File: config.mk
export PLATFORM = sky130hd
export DESIGN_NAME = tag_issue_queue
export DESIGN_NICKNAME = d
export VERILOG_FILES = /design/src/rtl/tag_issue_queue.sv
export SDC_FILE = /design/constraint.sdc
export NUM_CORES = 1
export LEC_CHECK = 0
export ABC_AREA = 1
export ABC_CLOCK_PERIOD_IN_PS = 4100
export CORE_MARGIN = 4
export CORE_UTILIZATION = 30
export DETAILED_ROUTE_END_ITERATION = 12
export PLACE_DENSITY = 0.47
export SYNTH_ARGS = -nofsm -noshare
export SYNTH_HDL_FRONTEND = slang
export SYNTH_SLANG_ARGS = --single-unit
File: constraint.sdc
create_clock -name clk -period 4.1 [get_ports clk]
set_input_delay 1.025 -clock clk [delete_from_list [all_inputs] [get_ports clk]]
set_output_delay 1.025 -clock clk [all_outputs]
set_load 0.01 [all_outputs]
File: src/rtl/tag_issue_queue.sv
// Small synchronous FIFO for tagged requests.
// Latency: push visible at the head the cycle after the write edge.
// Backpressure: full blocks push, no same-cycle pop bypass; empty ignores pop.
module tag_fifo #(
    parameter int WIDTH = 8,
    parameter int DEPTH = 4
) (
    input  logic             clk,
    input  logic             rst,
    input  logic             push_vld,
    input  logic [WIDTH-1:0] push_dat,
    input  logic             pop_vld,
    output logic [WIDTH-1:0] pop_dat,
    output logic             full,
    output logic             empty
);
    localparam int AW = $clog2(DEPTH);

    logic [WIDTH-1:0] mem [DEPTH];
    logic [AW:0]      wr_ptr;
    logic [AW:0]      rd_ptr;
    logic             do_push;
    logic             do_pop;

    // Extra pointer bit tells a full ring from an empty one.
    assign full    = (wr_ptr[AW] != rd_ptr[AW]) && (wr_ptr[AW-1:0] == rd_ptr[AW-1:0]);
    assign empty   = (wr_ptr == rd_ptr);
    assign do_push = push_vld && !full;
    assign do_pop  = pop_vld && !empty;
    assign pop_dat = mem[rd_ptr[AW-1:0]];

    always_ff @(posedge clk) begin
        if (rst) begin
            wr_ptr <= '0;
            rd_ptr <= '0;
        end else begin
            if (do_push) wr_ptr <= wr_ptr + (AW+1)'(1);
            if (do_pop)  rd_ptr <= rd_ptr + (AW+1)'(1);
        end
    end

    always_ff @(posedge clk) begin
        if (do_push) mem[wr_ptr[AW-1:0]] <= push_dat;
    end
endmodule

// Tags in-order requests from the reorder queue and forwards them to the responder.
// Latency: accepted request appears on out_data one cycle later.
// Backpressure: in_ready drops on rq_full, full tag window, or full output FIFO.
module tag_issue_queue #(
    parameter int REQ_WIDTH = 32,
    parameter int DEPTH     = 32,
    parameter int TAG_WIDTH = $clog2(DEPTH-1)+1,
    parameter int OUT_DEPTH = 4
) (
    input  logic                          clk,
    input  logic                          rst,
    input  logic                          in_valid,
    input  logic [REQ_WIDTH-1:0]          in_data,
    output logic                          in_ready,
    output logic                          rq_increment,
    input  logic [TAG_WIDTH-1:0]          rq_index_tag,
    input  logic                          rq_full,
    input  logic                          retire,
    output logic                          out_valid,
    output logic [REQ_WIDTH+TAG_WIDTH-1:0] out_data,
    input  logic                          out_stall,
    output logic [TAG_WIDTH-1:0]          outstanding,
    output logic                          idle,
    output logic                          error
);
    localparam int INIT_W = $clog2(2*DEPTH);
    localparam logic [INIT_W-1:0]    INIT_LAST = INIT_W'(2*DEPTH-1);
    localparam logic [TAG_WIDTH-1:0] WINDOW    = TAG_WIDTH'(DEPTH);

    typedef enum logic {INIT, RUN} state_t;

    typedef struct packed {
        logic [REQ_WIDTH-1:0] payload;
        logic [TAG_WIDTH-1:0] tag;
    } req_t;

    state_t               state;
    state_t               state_nxt;
    logic [INIT_W-1:0]    init_cnt;
    logic [TAG_WIDTH-1:0] exp_tag;
    logic                 run;
    logic                 accept;
    logic                 ret_ok;
    logic                 ret_err;
    logic                 fifo_full;
    logic                 fifo_empty;
    req_t                 push_dat;
    req_t                 head_dat;

    always_ff @(posedge clk) begin
        if (rst) state <= INIT;
        else     state <= state_nxt;
    end

    always_comb begin
        state_nxt = state;
        case (state)
            INIT:    if (init_cnt == INIT_LAST) state_nxt = RUN;
            RUN:     state_nxt = RUN;
            default: state_nxt = INIT;
        endcase
    end

    always_comb begin
        run          = (state == RUN);
        in_ready     = run && !rq_full && (outstanding < WINDOW) && !fifo_full;
        accept       = in_valid && in_ready;
        rq_increment = accept;
        idle         = run && fifo_empty && (outstanding == '0);
    end

    // Counts out the reorder queue's reset sweep before the first request.
    always_ff @(posedge clk) begin
        if (rst)
            init_cnt <= '0;
        else if (state == INIT && init_cnt != INIT_LAST)
            init_cnt <= init_cnt + INIT_W'(1);
    end

    assign ret_ok  = run && retire && (outstanding != '0);
    assign ret_err = run && retire && (outstanding == '0);

    always_ff @(posedge clk) begin
        if (rst) begin
            outstanding <= '0;
            exp_tag     <= '0;
            error       <= 1'b0;
        end else begin
            if (accept && !ret_ok)
                outstanding <= outstanding + TAG_WIDTH'(1);
            else if (!accept && ret_ok)
                outstanding <= outstanding - TAG_WIDTH'(1);
            if (accept)
                exp_tag <= exp_tag + TAG_WIDTH'(1);
            if (ret_err || (accept && rq_index_tag != exp_tag))
                error <= 1'b1;
        end
    end

    // A mismatched tag is still forwarded as the queue issued it.
    assign push_dat.payload = in_data;
    assign push_dat.tag     = rq_index_tag;

    tag_fifo #(
        .WIDTH ($bits(req_t)),
        .DEPTH (OUT_DEPTH)
    ) u_out_fifo (
        .clk      (clk),
        .rst      (rst),
        .push_vld (accept),
        .push_dat (push_dat),
        .pop_vld  (out_valid && !out_stall),
        .pop_dat  (head_dat),
        .full     (fifo_full),
        .empty    (fifo_empty)
    );

    assign out_valid = !fifo_empty;
    assign out_data  = head_dat;
endmodule

After elaboration in Yosys (flattened, before gate mapping) --
Memories as Yosys holds them, arrays and structs flattened. A register that Yosys moved wholly into a read port is not among the register bits. Cells that the tools add are included.
Operators by class: add/subtract/negate cells 6, order comparisons 1, equal/unequal tests 6, mux-type cells 8, bitwise gates (word level) 1, reductions and logical operators 27
Operators by type and width (number):
- adder 6 x 1 -> 6 bit (second input constant) | 3
- logical AND 1 bit | 17
- two-way mux 6 bit | 2
- adder 3 x 1 -> 3 bit (second input constant) | 2
- == test 6 bit (second input constant) | 1
- zero test 1 bit | 6
- zero test 6 bit | 1
- less-than comparator 6 bit (second input constant) | 1
- inequality test 6 bit | 1
- inequality test 6 bit (second input constant) | 1
- nonzero test 6 bit | 1
- subtractor 6 x 1 -> 6 bit (second input constant) | 1
- two-way mux 2 bit | 2
- == test 3 bit | 1
- two-way mux 1 bit | 3
- == test 2 bit | 1
- case mux 1 bit (2 select lines) | 1
- nonzero test 2 bit | 1
- logical OR 1 bit | 1
- inequality test 1 bit | 1
- NOT 1 bit | 1
Storage, ports and cells: register bits 26, RAM bits 152, bits of input ports 44, output and inout port bits 49, logic and storage cells 57, memories kept 1
Memories:
- u_out_fifo.mem | depth 4, bits a word 38, rd ports 1, clocked after memory_dff 1, wr ports 1, RTL line 19 | logic [WIDTH-1:0] mem [DEPTH];

Depth between registers and ports, before layout --
depth in word-level cells 9, gate-level depth with buffers 17, depth with buffers taken out 17

By module --
Synthesis repeated with hierarchy kept, for this count alone.
Second synthesis, totals: cell total of the unflattened synthesis 630, area, all modules 7399.6 µm²
By module, submodules not included:
- tag_fifo | times used 1, cells each 443, area an instance 6148.4 µm²
- tag_issue_queue | times used 1, cells each 187, area an instance 1251.2 µm²

Least setup slack after synthesis --
OpenSTA, ideal clock, no wires.
path kind input port to flip-flop, from input rq_full, to memory u_out_fifo.mem[0][0] in the netlist's numbering, enable pin, library setup time 0.434 ns, data arrival time 3.197 ns, required time 3.666 ns, slack 0.470 ns, stages 4, cells stage by stage nor3_4 -> nand3_4 -> buf_8 -> nor2_1
On the way: cells in the longest elaborated chain, start to end 8
Ends and longest elaborated chain:
- from (decl) | RTL line 63 | input logic rq_full,
- zero test 1 bit | RTL line 112 | in_ready = run && !rq_full && (outstanding < WINDOW) && !fifo_full;
- logical AND 1 bit (3 in a row) | RTL line 112
- logical AND 1 bit | RTL line 113 | accept = in_valid && in_ready;
- logical AND 1 bit | RTL line 28 | assign do_push = push_vld && !full;
- two-way mux 1 bit | RTL line 43 | if (do_push) mem[wr_ptr[AW-1:0]] <= push_dat;
- two-way mux 1 bit (not written as such) | RTL line 43
- to (decl) | RTL line 19
Every way passes these cells.

Final worst setup path --
from input rq_full, to output rq_increment
On the way: cells in the longest elaborated chain, start to end 5
Ends and longest elaborated chain:
- zero test 1 bit | RTL line 112
- logical AND 1 bit (3 in a row) | RTL line 112
- logical AND 1 bit | RTL line 113
- to (decl) | RTL line 61 | output logic rq_increment,
Every way passes these cells.

==> reports/results.ini <==
[floorplanning]
die-area_sq_um = 27000
initial_core_util_pct = 30.9
die_y_microns = 164
core_sq_um = 23800
rows = 56
io_pins = 93
fp.dieW_microns = 164

[timing]
max_slew_margin_pct = 48.2
setup_slack_ns = 0.551
tightest_slew_ns = 0.777
skew_ns = 0.00829
period_share_pct = 86.6
rsz0062_at_grt = false
final-setup-viol-count = 0
fin_crit_ns = 3.55
max_freq_ghz = 0.282
drv_slew = 0
tns_ns = 0
hold_viol = 0

[cells_and_area]
nets = 761
drive_gt1_share_pct = 10.9
syn_to_final_growth_pct = 26.3
final_cell_mix = 152 x edfxtp_1, 102 x nor2_1, 92 x clkdlybuf4s50_1
fillers = 2251
n_antenna_cell = 0
layout_commonest_cell = edfxtp_1
multi_input_area_sq_um = 1940
seqCellArea_sq_um = 5130
instances_no_fill = 1035

[route]
drt_iter0_markers = 308
highest_layer = met5
routed-via-count = 4735
drc = 0
wl_per_cell_microns = 16.0
drt-total-wl_microns = 16600
wl_met3_microns = 1030
wl_met2_microns = 8030
routed_via_density = 4.57
postRouteAntennaNets = 0
wl_met1_microns = 7410
first_pass_iters = 4

[placed_design]
place_inst = 1004
place_congestion = 0.758
dp_hpwl_microns = 9990
io_buffers = 92
dp_slack_ns = 0.537

[critical_path]
critPathArrivalTime_ns = 2.52
critPathMaxStageDelay_ns = 0.54
crit_family = buffers and inverters
cp_cell_sequence = clkdlybuf4s50_1 -> nor3_4 -> nand3_4 -> clkinv_4 -> clkdlybuf4s50_1
cp_num_buf_inv = 3
r2r-start = u_out_fifo.wr_ptr[0]
path_common_cell = clkdlybuf4s50_1
path_max_fanout = 9
worst_path_max_delay_cell = clkdlybuf4s50_1
required_ns = 3.07
start_kind = input port
crit_path_end_kind = output port
crit_start = rq_full
crit_type = input port to output port

[pwr]
power_frac_clock_pct = 40.4
p_sw_share_pct = 23.9
power_leakage_nw = 3.20
combinationalPowerShare_pct = 11.0
internal-power_w = 0.00312
p_switching_w = 0.000980
p_seq_share_pct = 48.6
ir_drop_mv = 0.210
power.density_nw_per_um2 = 442

[clock_network]
path_clk_slew_ns = 0.07
clk_latency_ns = 0.42
clk_path_buf_depth = 2
cts_tree = done
cts_setup_buffers = 0
root_buffer = clkbuf_16
htreeDepth = 4
cts.sinks = 180
hold_buffers = 0
numCtsBuffers = 17
cts_resized = 0

[grt]
grt_antenna_before_repair = 2
track_usage_pct = 12.5
grt_pass1_wl_microns = 26000
grt_pass1_vias = 4724
gr-total-overflow = 0
grt_start_max_net_pins = 77

[yosys]
synth_area_sq_um = 7340
synth.yosys.seq_area_share_pct = 69.8
synthCells = 612
yosysWarnings = 0
synth_cell_types = 29
avgSynthCellArea_sq_um = 12.0
synth-seq-cells = 180
syn_nets = 669

[min_path]
hold_class = flop to flop
min_from = init_cnt[0]

[flow_run]
cap_violations = 0

[status]
status = complete, no violations

[sequential cells by signal (all words and copies together), names as in the netlist, named ones only]
name,flops
outstanding,6
run,1
u_out_fifo.rd_ptr,3
u_out_fifo.mem,152
u_out_fifo.wr_ptr,3
init_cnt,6
error,1
exp_tag,6
[worst paths after layout]
| kind | endpoint | slack, ns | cells past startpoint |
|---|---|---|---|
| worst max-delay path | rq_increment | 0.55 | 5 |
| worst min register to register | init_cnt[0] | 0.51 | 1 |
| worst min-delay path | init_cnt[0] | 0.51 | 1 |
| worst max register to register | outstanding[4] | 1.81 | 15 |
[cells in the mapped netlist]
cell type  count  area share, %
o22ai_1       38            3.2
nand2_1       48            2.5
xor2_1         8           0.95
o21ai_1        7           0.48
nand4_1        5           0.43
nand3_2        1           0.14
o21ai_0       79            5.4
o21bai_1       1           0.10
buf_8          1           0.20
and3_1         1          0.085
nor3_4         1           0.22
dfxtp_1       28            7.6
clkbuf_2       2           0.14
nor3_1         2           0.14
nor2_1       106            5.4
inv_1         39            2.0
ha_1          12            2.0
xnor2_1        3           0.36
clkinv_4       1           0.12
edfxtp_1     152             62
nand3_1       12           0.82
fa_1           1           0.27
nand2_2       13            1.1
buf_2         13           0.89
a21oi_1       10           0.68
inv_2          3           0.15
a21oi_2       10            1.2
clkbuf_1      13           0.67
nand3_4        2           0.48
[per-stage QoR]
stage	area, sq um	util, %	hold slack (ns)	total power [W]
floorplan	7340	-	0.447	0.00224
global placement	8660	36.5	0.462	0.00249
detailed placement	8660	36.5	0.497	0.00249
CTS	9270	39.0	0.509	0.00416
global route	9270	39.0	0.526	0.00427
finish	9270	39.0	0.513	0.00410
[power by group through the flow]
stage	Clock, W	Combinational, W	Sequential, W
final	0.00166	0.000451	0.00199
after floorplan	0	0.000203	0.00203
after CTS	0.00170	0.000464	0.00199
after global placement	0	0.000455	0.00203
after detailed placement	0	0.000461	0.00203
after global routing	0.00178	0.000498	0.00199
[kinds of logic (layout without fill, tap and decap cells)]
group	count (synthesis)	after routing	share of synthesized area, %
buf+inv	72	176	4.16
simple gates	191	191	11.3
xor+xnor	11	11	1.31
compound gates	145	145	11.1
fa+ha+maj	13	13	2.32
flops	180	180	69.8
[metal layers]
layer / track usage (%) / vias to the layer above
met3: 3.72 / 15
met2: 20.6 / 114
met1: 16.4 / 2251
met4: 2.87 / 4
li1: - / 2351
met5: 0 / -
[final cells by class]
class                   count  area share [%]
clock buffers              17            4.59
clock inverters            14            1.97
inverters                  43            1.79
multi-input cells         360            20.9
flip-flops and latches    180            55.3
well taps                 319            4.30
repair buffers            102            11.1
Power figures use the tool's default switching activity.
